$ cat src/rtl/approx_error_monitor.sv
// ============================================================================
// Module      : approx_error_monitor
// Description : Windowed error-statistics collector for an exact/approximate
//               adder pair. Accumulates a saturating error sum, the maximum
//               error, and counts of mismatching and large-error samples.
// Revision    : 1.0 - initial release
// ============================================================================
`default_nettype none

module approx_error_monitor #(
  parameter int          WINDOW     = 256,
  parameter int          SUM_WIDTH  = 48,
  parameter logic [31:0] ERR_THRESH = 32'h0000_1000
) (
  input  logic                         clk,
  input  logic                         reset,
  input  logic                         start,
  input  logic                         sample_valid,
  input  logic [31:0]                  exact_sum,
  input  logic [31:0]                  approx_sum,
  output logic                         busy,
  output logic                         done,
  output logic [SUM_WIDTH-1:0]         err_sum,
  output logic [31:0]                  err_max,
  output logic [$clog2(WINDOW+1)-1:0]  mismatch_cnt,
  output logic [$clog2(WINDOW+1)-1:0]  large_cnt
);

  localparam int CW = $clog2(WINDOW + 1);
  // Adder width leaves at least one carry bit above the accumulator so
  // saturation can be detected even when SUM_WIDTH is narrower than 32.
  localparam int AW = ((SUM_WIDTH > 32) ? SUM_WIDTH : 32) + 1;

  typedef enum logic [1:0] {
    IDLE    = 2'd0,
    COLLECT = 2'd1,
    DRAIN   = 2'd2,
    DONE    = 2'd3
  } state_t;

  state_t          state;
  state_t          state_next;
  logic [CW-1:0]   sample_cnt;
  logic            accept;
  logic            start_ok;
  logic            last_sample;
  logic [31:0]     abs_err;
  logic            s1_valid;
  logic [31:0]     s1_err;
  logic [AW-1:0]   sum_wide;
  logic            sum_ovf;
  logic            done_q;

  // Sample acceptance, window-end detection and absolute error
  always_comb begin
    accept      = (state == COLLECT) && sample_valid;
    start_ok    = start && ((state == IDLE) || (state == DONE));
    last_sample = accept && (sample_cnt == CW'(WINDOW - 1));
    abs_err     = (exact_sum >= approx_sum) ? (exact_sum - approx_sum)
                                            : (approx_sum - exact_sum);
    sum_wide    = AW'(err_sum) + AW'(s1_err);
    sum_ovf     = |sum_wide[AW-1:SUM_WIDTH];
  end

  // Next-state logic and status outputs
  always_comb begin
    state_next = state;
    busy       = 1'b0;
    done       = done_q;
    case (state)
      IDLE:    if (start) state_next = COLLECT;
      COLLECT: begin
        busy = 1'b1;
        if (last_sample) state_next = DRAIN;
      end
      DRAIN: begin
        busy       = 1'b1;
        state_next = DONE;
      end
      DONE:    if (start) state_next = COLLECT;
      default: state_next = IDLE;
    endcase
  end

  // State register
  always_ff @(posedge clk) begin
    if (reset) state <= IDLE;
    else       state <= state_next;
  end

  // done is high only in the first DONE cycle, i.e. the cycle after DRAIN
  always_ff @(posedge clk) begin
    if (reset) done_q <= 1'b0;
    else       done_q <= (state == DRAIN);
  end

  // Count accepted samples within the current window
  always_ff @(posedge clk) begin
    if (reset || start_ok) sample_cnt <= '0;
    else if (accept)       sample_cnt <= sample_cnt + CW'(1);
  end

  // Stage 1: register the absolute error of each accepted sample
  always_ff @(posedge clk) begin
    if (reset || start_ok) begin
      s1_valid <= 1'b0;
      s1_err   <= '0;
    end else begin
      s1_valid <= accept;
      if (accept) s1_err <= abs_err;
    end
  end

  // Stage 2: fold the stage-1 error into the window statistics
  always_ff @(posedge clk) begin
    if (reset || start_ok) begin
      err_sum      <= '0;
      err_max      <= '0;
      mismatch_cnt <= '0;
      large_cnt    <= '0;
    end else if (s1_valid) begin
      err_sum <= sum_ovf ? {SUM_WIDTH{1'b1}} : sum_wide[SUM_WIDTH-1:0];
      if (s1_err > err_max)    err_max      <= s1_err;
      if (s1_err != 32'd0)     mismatch_cnt <= mismatch_cnt + CW'(1);
      if (s1_err > ERR_THRESH) large_cnt    <= large_cnt + CW'(1);
    end
  end

endmodule

`default_nettype wire

$ cat config.mk
export PLATFORM = sky130hd
export DESIGN_NAME = approx_error_monitor
export DESIGN_NICKNAME = d
export VERILOG_FILES = /design/src/rtl/approx_error_monitor.sv
export SDC_FILE = /design/constraint.sdc
export NUM_CORES = 1
export LEC_CHECK = 0
export ABC_AREA = 1
export CAP_MARGIN = 20
export CORE_ASPECT_RATIO = 1.1
export CORE_MARGIN = 2
export CORE_UTILIZATION = 35
export CTS_CLUSTER_DIAMETER = 40
export DETAILED_ROUTE_END_ITERATION = 6
export PLACE_DENSITY = 0.58
export SLEW_MARGIN = 15
export SYNTH_ARGS = -nofsm -noshare
export SYNTH_HDL_FRONTEND = slang
export SYNTH_SLANG_ARGS = --single-unit
$ cat constraint.sdc
create_clock -name clk -period 3.7 [get_ports clk]
set_clock_uncertainty 0.15 [all_clocks]
set_input_delay 0.555 -clock clk [delete_from_list [all_inputs] [get_ports clk]]
set_output_delay 0.555 -clock clk [all_outputs]
set_load 0.005 [all_outputs]
* Word level (Yosys, flattened, before mapping)
Cells that the tools add are included.
** Storage, ports and cells
- Output and inout port bits :: 100
- Input bits :: 68
- Logic and storage cells :: 43
- Bits in registers :: 143
** Cells by class
- $lt $le $gt $ge :: 3
- Multiplexer cells :: 6
- Add/sub/neg operators :: 6
- Reduce and logical (&&, ||, !) cells :: 13
- Eq/ne operators :: 6
** Operators by type and width (number)
- 32-bit subtractor :: 2
- 48-bit by 32-bit adder with 49-bit output :: 1
- 48-bit two-way mux :: 1
- 32-bit greater-or-equal comparator :: 1
- 32-bit by 13-bit > comparator with 1-bit output (second input constant) :: 1
- 32-bit > comparator :: 1
- 32-bit two-way mux :: 1
- 32-bit nonzero test :: 1
- 9-bit by 1-bit adder with 9-bit output (second input constant) :: 3
- 9-bit by 8-bit == test with 1-bit output (second input constant) :: 1
- 2-bit AND reduction :: 4
- 2-bit case mux with 3 select lines :: 1
- 2-bit == test (second input constant) :: 2
- 2-bit two-way mux :: 2
- 2-bit OR reduction :: 2
- 1-bit logical AND :: 3
- 2-bit by 1-bit == test with 1-bit output (second input constant) :: 1
- 2-bit zero test :: 1
- 1-bit logical OR :: 2
- 2-bit by 1-bit != test with 1-bit output (second input constant) :: 1
- 2-bit != test (second input constant) :: 1
- 1-bit two-way mux :: 1

* Depth between registers and ports, before layout
- Depth after elaboration :: 5
- Depth in mapped cells :: 19

* Worst setup path after synthesis
No wires, ideal clock.
- Path kind :: input-to-reg
- From :: in exact_sum[0]
- To :: reg s1_err[28]
- Arrival :: 2274 ps
- Path slack :: 1167 ps
- Buffers on the path :: 1
- Stages on the path :: 18
- Path through :: inv_1 -> ha_1 -> fa_1 -> inv_1 -> nand3_1 -> nand3_1 -> nand2_1 -> nand2_1 -> nand2_1 -> nand3_1 -> nand2_2 -> nand2_4 -> inv_2 -> buf_6 -> nand2_1 -> nand3_1 -> nand2_1 -> inv_1
** On the way
- Word-level cells in the longest chain between the ends :: 2
- Elaborated cells on any way between the ends :: 4
- Those cells by class :: add/sub: 2; order compare: 1; mux: 1
** Ends and longest elaborated chain
- start: declaration :: RTL line 19 : input logic [31:0] exact_sum,
- 32-bit subtractor, or another cell as far along :: RTL line 60 : : (approx_sum - exact_sum);
- 32-bit two-way mux (*) :: RTL line 59 : abs_err = (exact_sum >= approx_sum) ? (exact_sum - approx_sum)
- end signal: assignment :: RTL line 110 : if (accept) s1_err <= abs_err;
- end: declaration :: RTL line 49 : logic [31:0] s1_err;
Every way passes the cells marked *; elsewhere a longest branch is shown, timed or not.
A chain may end at the register's enable or synchronous reset.

* Final worst setup path
- From :: reg s1_err[0]
- To :: reg err_sum[26]
** On the way
- Word-level cells in the longest chain between the ends :: 2
** Ends and longest elaborated chain
- 48-bit by 32-bit adder with 49-bit output :: RTL line 61 : sum_wide = AW'(err_sum) + AW'(s1_err);
- 48-bit two-way mux :: RTL line 122 : err_sum <= sum_ovf ? {SUM_WIDTH{1'b1}} : sum_wide[SUM_WIDTH-1:0];
- end signal: assignment :: RTL line 122
- end: declaration :: RTL line 23 : output logic [SUM_WIDTH-1:0] err_sum,
No other way between the ends.

==> metrics.log <==
INFO  metric outcome = finished, final reports clean
INFO  metric htreeDepth = 4
INFO  metric synth_enable_flop_cells = 0
INFO  metric critical_path.endpoint = err_sum[26]
INFO  metric cts_resized = 0
INFO  metric gp_routability_congestion = 0.9681
INFO  metric leakage = 0.009114 µW
INFO  metric critical_path_peak_fanout = 17
INFO  metric synth.ff_latch_count = 143
INFO  metric worstRegToRegCells = 14
INFO  metric place.port_buffers = 167
INFO  metric detail_route.wl_per_cell = 14.25 µm
INFO  metric dr_total_vias = 15,627
INFO  metric die_h = 218.6 µm
INFO  metric layout-drive-gt1-share = 4.311%
INFO  metric timing.fmax = 331.6 MHz
INFO  metric grt_pass1_wl = 75.65 mm
INFO  metric synth_sequential_area_ratio = 19.54%
INFO  metric n_antenna_cell = 0
INFO  metric hold_removal_path_class = register to register
INFO  metric final_nets = 2,928
INFO  metric netlist-cell-type-count = 43
INFO  metric core.rowCount = 78
INFO  metric dpl_worst_slack = 0.2764 ns
INFO  metric synthesis_warning_total = 0
INFO  metric die-area = 0.04352 mm²
INFO  metric clock_network_latency_to_the_later_pin_of_the_worst_skew_pair = 0.46 ns
INFO  metric synthDominantCellAreaShare = 21.80%
INFO  metric postRouteAntennaNets = 0
INFO  metric grt_start_max_net_pins = 53
INFO  metric drt-vias-per-instance = 4.740
INFO  metric grt.overflow.total = 0
INFO  metric max_cap_viol_count = 0
INFO  metric final_critical_path_setup_slack = 0.6843 ns
INFO  metric critPathRequiredTime = 3.87 ns
INFO  metric critical_path.startpoint = s1_err[0]
INFO  metric ys_top_cells_by_area = sky130_fd_sc_hd__nand2_1, sky130_fd_sc_hd__dfxtp_1, sky130_fd_sc_hd__inv_1
INFO  metric timing_hold_violations_final = 0
INFO  metric relSlewSlack = 59.59%
INFO  metric final.fill_count = 4,539
INFO  metric powerDensity = 400.6 mW/mm²
INFO  metric period_needed = 3.016 ns
INFO  metric synth_top_cell_by_area = sky130_fd_sc_hd__nand2_1
INFO  metric remaining_drc_errors = 0
INFO  metric cts-hold-fix-buffers = 0
INFO  metric floorplan.core_area = 0.04128 mm²
INFO  metric timing.critical_path.to_type = register
INFO  metric final-seq-area = 0.002863 mm²
INFO  metric io_pins = 168
INFO  metric tritoncts_clock_tree = done
INFO  metric vias_in_the_first_global_route = 14,879
INFO  metric syn-cell-area = 0.01465 mm²
INFO  metric timing.hold.ws = 0.3238 ns
INFO  metric regToRegSetupSlack = 0.68 ns
INFO  metric grt_setup_unrepaired = false
INFO  metric syn-num-nets = 2,793
INFO  metric cts_root_buffer = sky130_fd_sc_hd__clkbuf_16
INFO  metric hpwl_after_detailed_placement = 39.49 mm
INFO  metric power.ir.vdd_worst = 578.6 µV
INFO  metric critical_path.reg2reg.endpoint = err_sum[26]
INFO  metric proportion_of_power_drawn_by_combinational_gates = 45.9%
INFO  metric numCtsBuffers = 17
INFO  metric drv_slew = 0
INFO  metric final_min_period_over_clock_period = 81.50%
INFO  metric synthArstFlopShare = 0%
INFO  metric route.final.wire_length = 46.97 mm
INFO  metric regToRegStartpoint = s1_err[0]
INFO  metric timing.final.setup_violations = 0
INFO  metric postSynthCellCount = 2,589
INFO  metric multiInputGateArea = 0.009555 mm²
INFO  metric grt.total_usage = 22.10%
INFO  metric tightestPinTransition = 0.6015 ns
INFO  metric start_kind = register
INFO  metric drtPass1Iterations = 5
INFO  metric cts_max_path_buffers = 2
INFO  metric yosys-top-cells-count = sky130_fd_sc_hd__nand2_1, sky130_fd_sc_hd__inv_1, sky130_fd_sc_hd__nor2_1, sky130_fd_sc_hd__a21oi_1, sky130_fd_sc_hd__nand3_1
INFO  metric initialDrtViolationCount = 820
INFO  metric synthToLayoutAreaGrowth = 19.40%
INFO  metric worst-endpoint-arrival = 3.19 ns
INFO  metric critPathKind = register to register
INFO  metric post-route-util = 42.38%
INFO  metric ys_dominant_reg_cell = sky130_fd_sc_hd__dfxtp_1
INFO  metric share_clk_of_total_power = 27.8%
INFO  metric synth_area_per_cell = 5.659 µm²
INFO  metric cts.sink_count = 143
INFO  metric design_power = 7009 µW
INFO  metric floorplan.die.width = 199.1 µm
INFO  metric most_common_cell_in_the_synthesized_netlist = sky130_fd_sc_hd__nand2_1
INFO  metric antenna_found_initial = 0
INFO  metric net-switching-power = 3032 µW
INFO  metric p_int = 3977 µW
INFO  metric timing.setup.tns = 0 ns
INFO  metric clkTransAtPathRegs = 0.07 ns
INFO  metric sw_frac_of_total = 43.26%
INFO  metric cts_post_setup_buffers_inserted = 0
INFO  metric reg_power_share = 26.2%
INFO  metric floorplan.initialDensity = 35.49%
==> stage by stage <==
step | cells | cell area [µm²]
2_1_floorplan | 2589 | 14650
3_3_place_gp | 3265 | 16840
3_5_place_dp | 3265 | 16840
4_1_cts | 3297 | 17490
5_1_grt | 3297 | 17490
6_report | 3297 | 17490
==> layer usage <==
layer / routed length [µm] / global-route usage [%]
met5: 0 / 0
met4: 1353 / 8.134
met3: 2077 / 2.423
met2: 22260 / 38.80
met1: 21280 / 27.65
==> placed cells by master, fill, tap and decap left out, types with 17 or more instances in the layout <==
master,instances
sky130_fd_sc_hd__nor2_1,237
sky130_fd_sc_hd__nand2_1,851
sky130_fd_sc_hd__clkbuf_16,17
sky130_fd_sc_hd__inv_1,489
sky130_fd_sc_hd__clkdlybuf4s50_1,167
sky130_fd_sc_hd__nor3_1,23
sky130_fd_sc_hd__dfxtp_1,143
sky130_fd_sc_hd__nand2_2,20
sky130_fd_sc_hd__o21ai_0,63
sky130_fd_sc_hd__xor2_1,53
sky130_fd_sc_hd__nand3_1,179
sky130_fd_sc_hd__a21oi_1,189
sky130_fd_sc_hd__ha_1,133
sky130_fd_sc_hd__nand4_1,36
sky130_fd_sc_hd__inv_2,17
==> cells by family after synthesis <==
group | share of synthesized area (%)
flip-flops | 19.54
XOR/XNOR | 4.125
adder cells (fa/ha/maj) | 11.77
AO/OA/AOI/OAI | 9.846
AND/OR/NAND/NOR | 39.35
buffers and inverters | 15.37
==> worst min-delay path by stage <==
stage | cells past startpoint | slack [ns] | to | from
after CTS | 1 | 0.33 | sample_cnt[3] | sample_cnt[3]
after global routing | 2 | 0.36 | sample_cnt[1] | sample_cnt[1]
final | 1 | 0.32 | sample_cnt[3] | sample_cnt[3]
after detailed placement | 1 | 0.31 | sample_cnt[3] | sample_cnt[3]
after floorplan | 1 | 0.29 | sample_cnt[3] | sample_cnt[3]
after global placement | 2 | 0.31 | sample_cnt[7] | sample_cnt[7]
==> power groups by stage <==
stage / combinational [µW] / clock, µW / sequential (µW)
after floorplan: 2270 / 0 / 1800
after CTS: 3230 / 1990 / 1840
after global placement: 3180 / 0 / 1870
after detailed placement: 3220 / 0 / 1870
after global routing: 3630 / 2060 / 1850
final: 3220 / 1950 / 1840
==> registers in the layout, summed over array words and instances, names as in the netlist <==
| name | cells |
|---|---|
| s1_err | 32 |
| state | 2 |
| large_cnt | 9 |
| err_sum | 48 |
| mismatch_cnt | 9 |
| done | 1 |
| s1_valid | 1 |
| err_max | 32 |
| sample_cnt | 9 |
==> cell type report <==
type / count / share of cell area [%]
multi-input cells: 1870 / 54.62
flip-flops and latches: 143 / 16.36
inverters: 508 / 10.90
repair buffers: 184 / 10.36
well taps: 560 / 4.005
clock buffers: 18 / 2.453
clock inverters: 14 / 1.302
==> critical path, stage by stage, from the launching register on <==
cell and delay [ns]:
sky130_fd_sc_hd__dfxtp_1 0.38, sky130_fd_sc_hd__ha_1 0.28, sky130_fd_sc_hd__fa_1 0.44, sky130_fd_sc_hd__nand2_1 0.12, sky130_fd_sc_hd__nand3_1 0.08, sky130_fd_sc_hd__nand3_1 0.09, sky130_fd_sc_hd__nand2_2 0.08, sky130_fd_sc_hd__nand2_2 0.06
sky130_fd_sc_hd__nand2_2 0.10, sky130_fd_sc_hd__nand2_2 0.09, sky130_fd_sc_hd__nand2_2 0.09, sky130_fd_sc_hd__nand2_1 0.09, sky130_fd_sc_hd__nand2_2 0.23, sky130_fd_sc_hd__inv_2 0.44, sky130_fd_sc_hd__a31oi_2 0.14
Power figures use the tool's default switching activity.
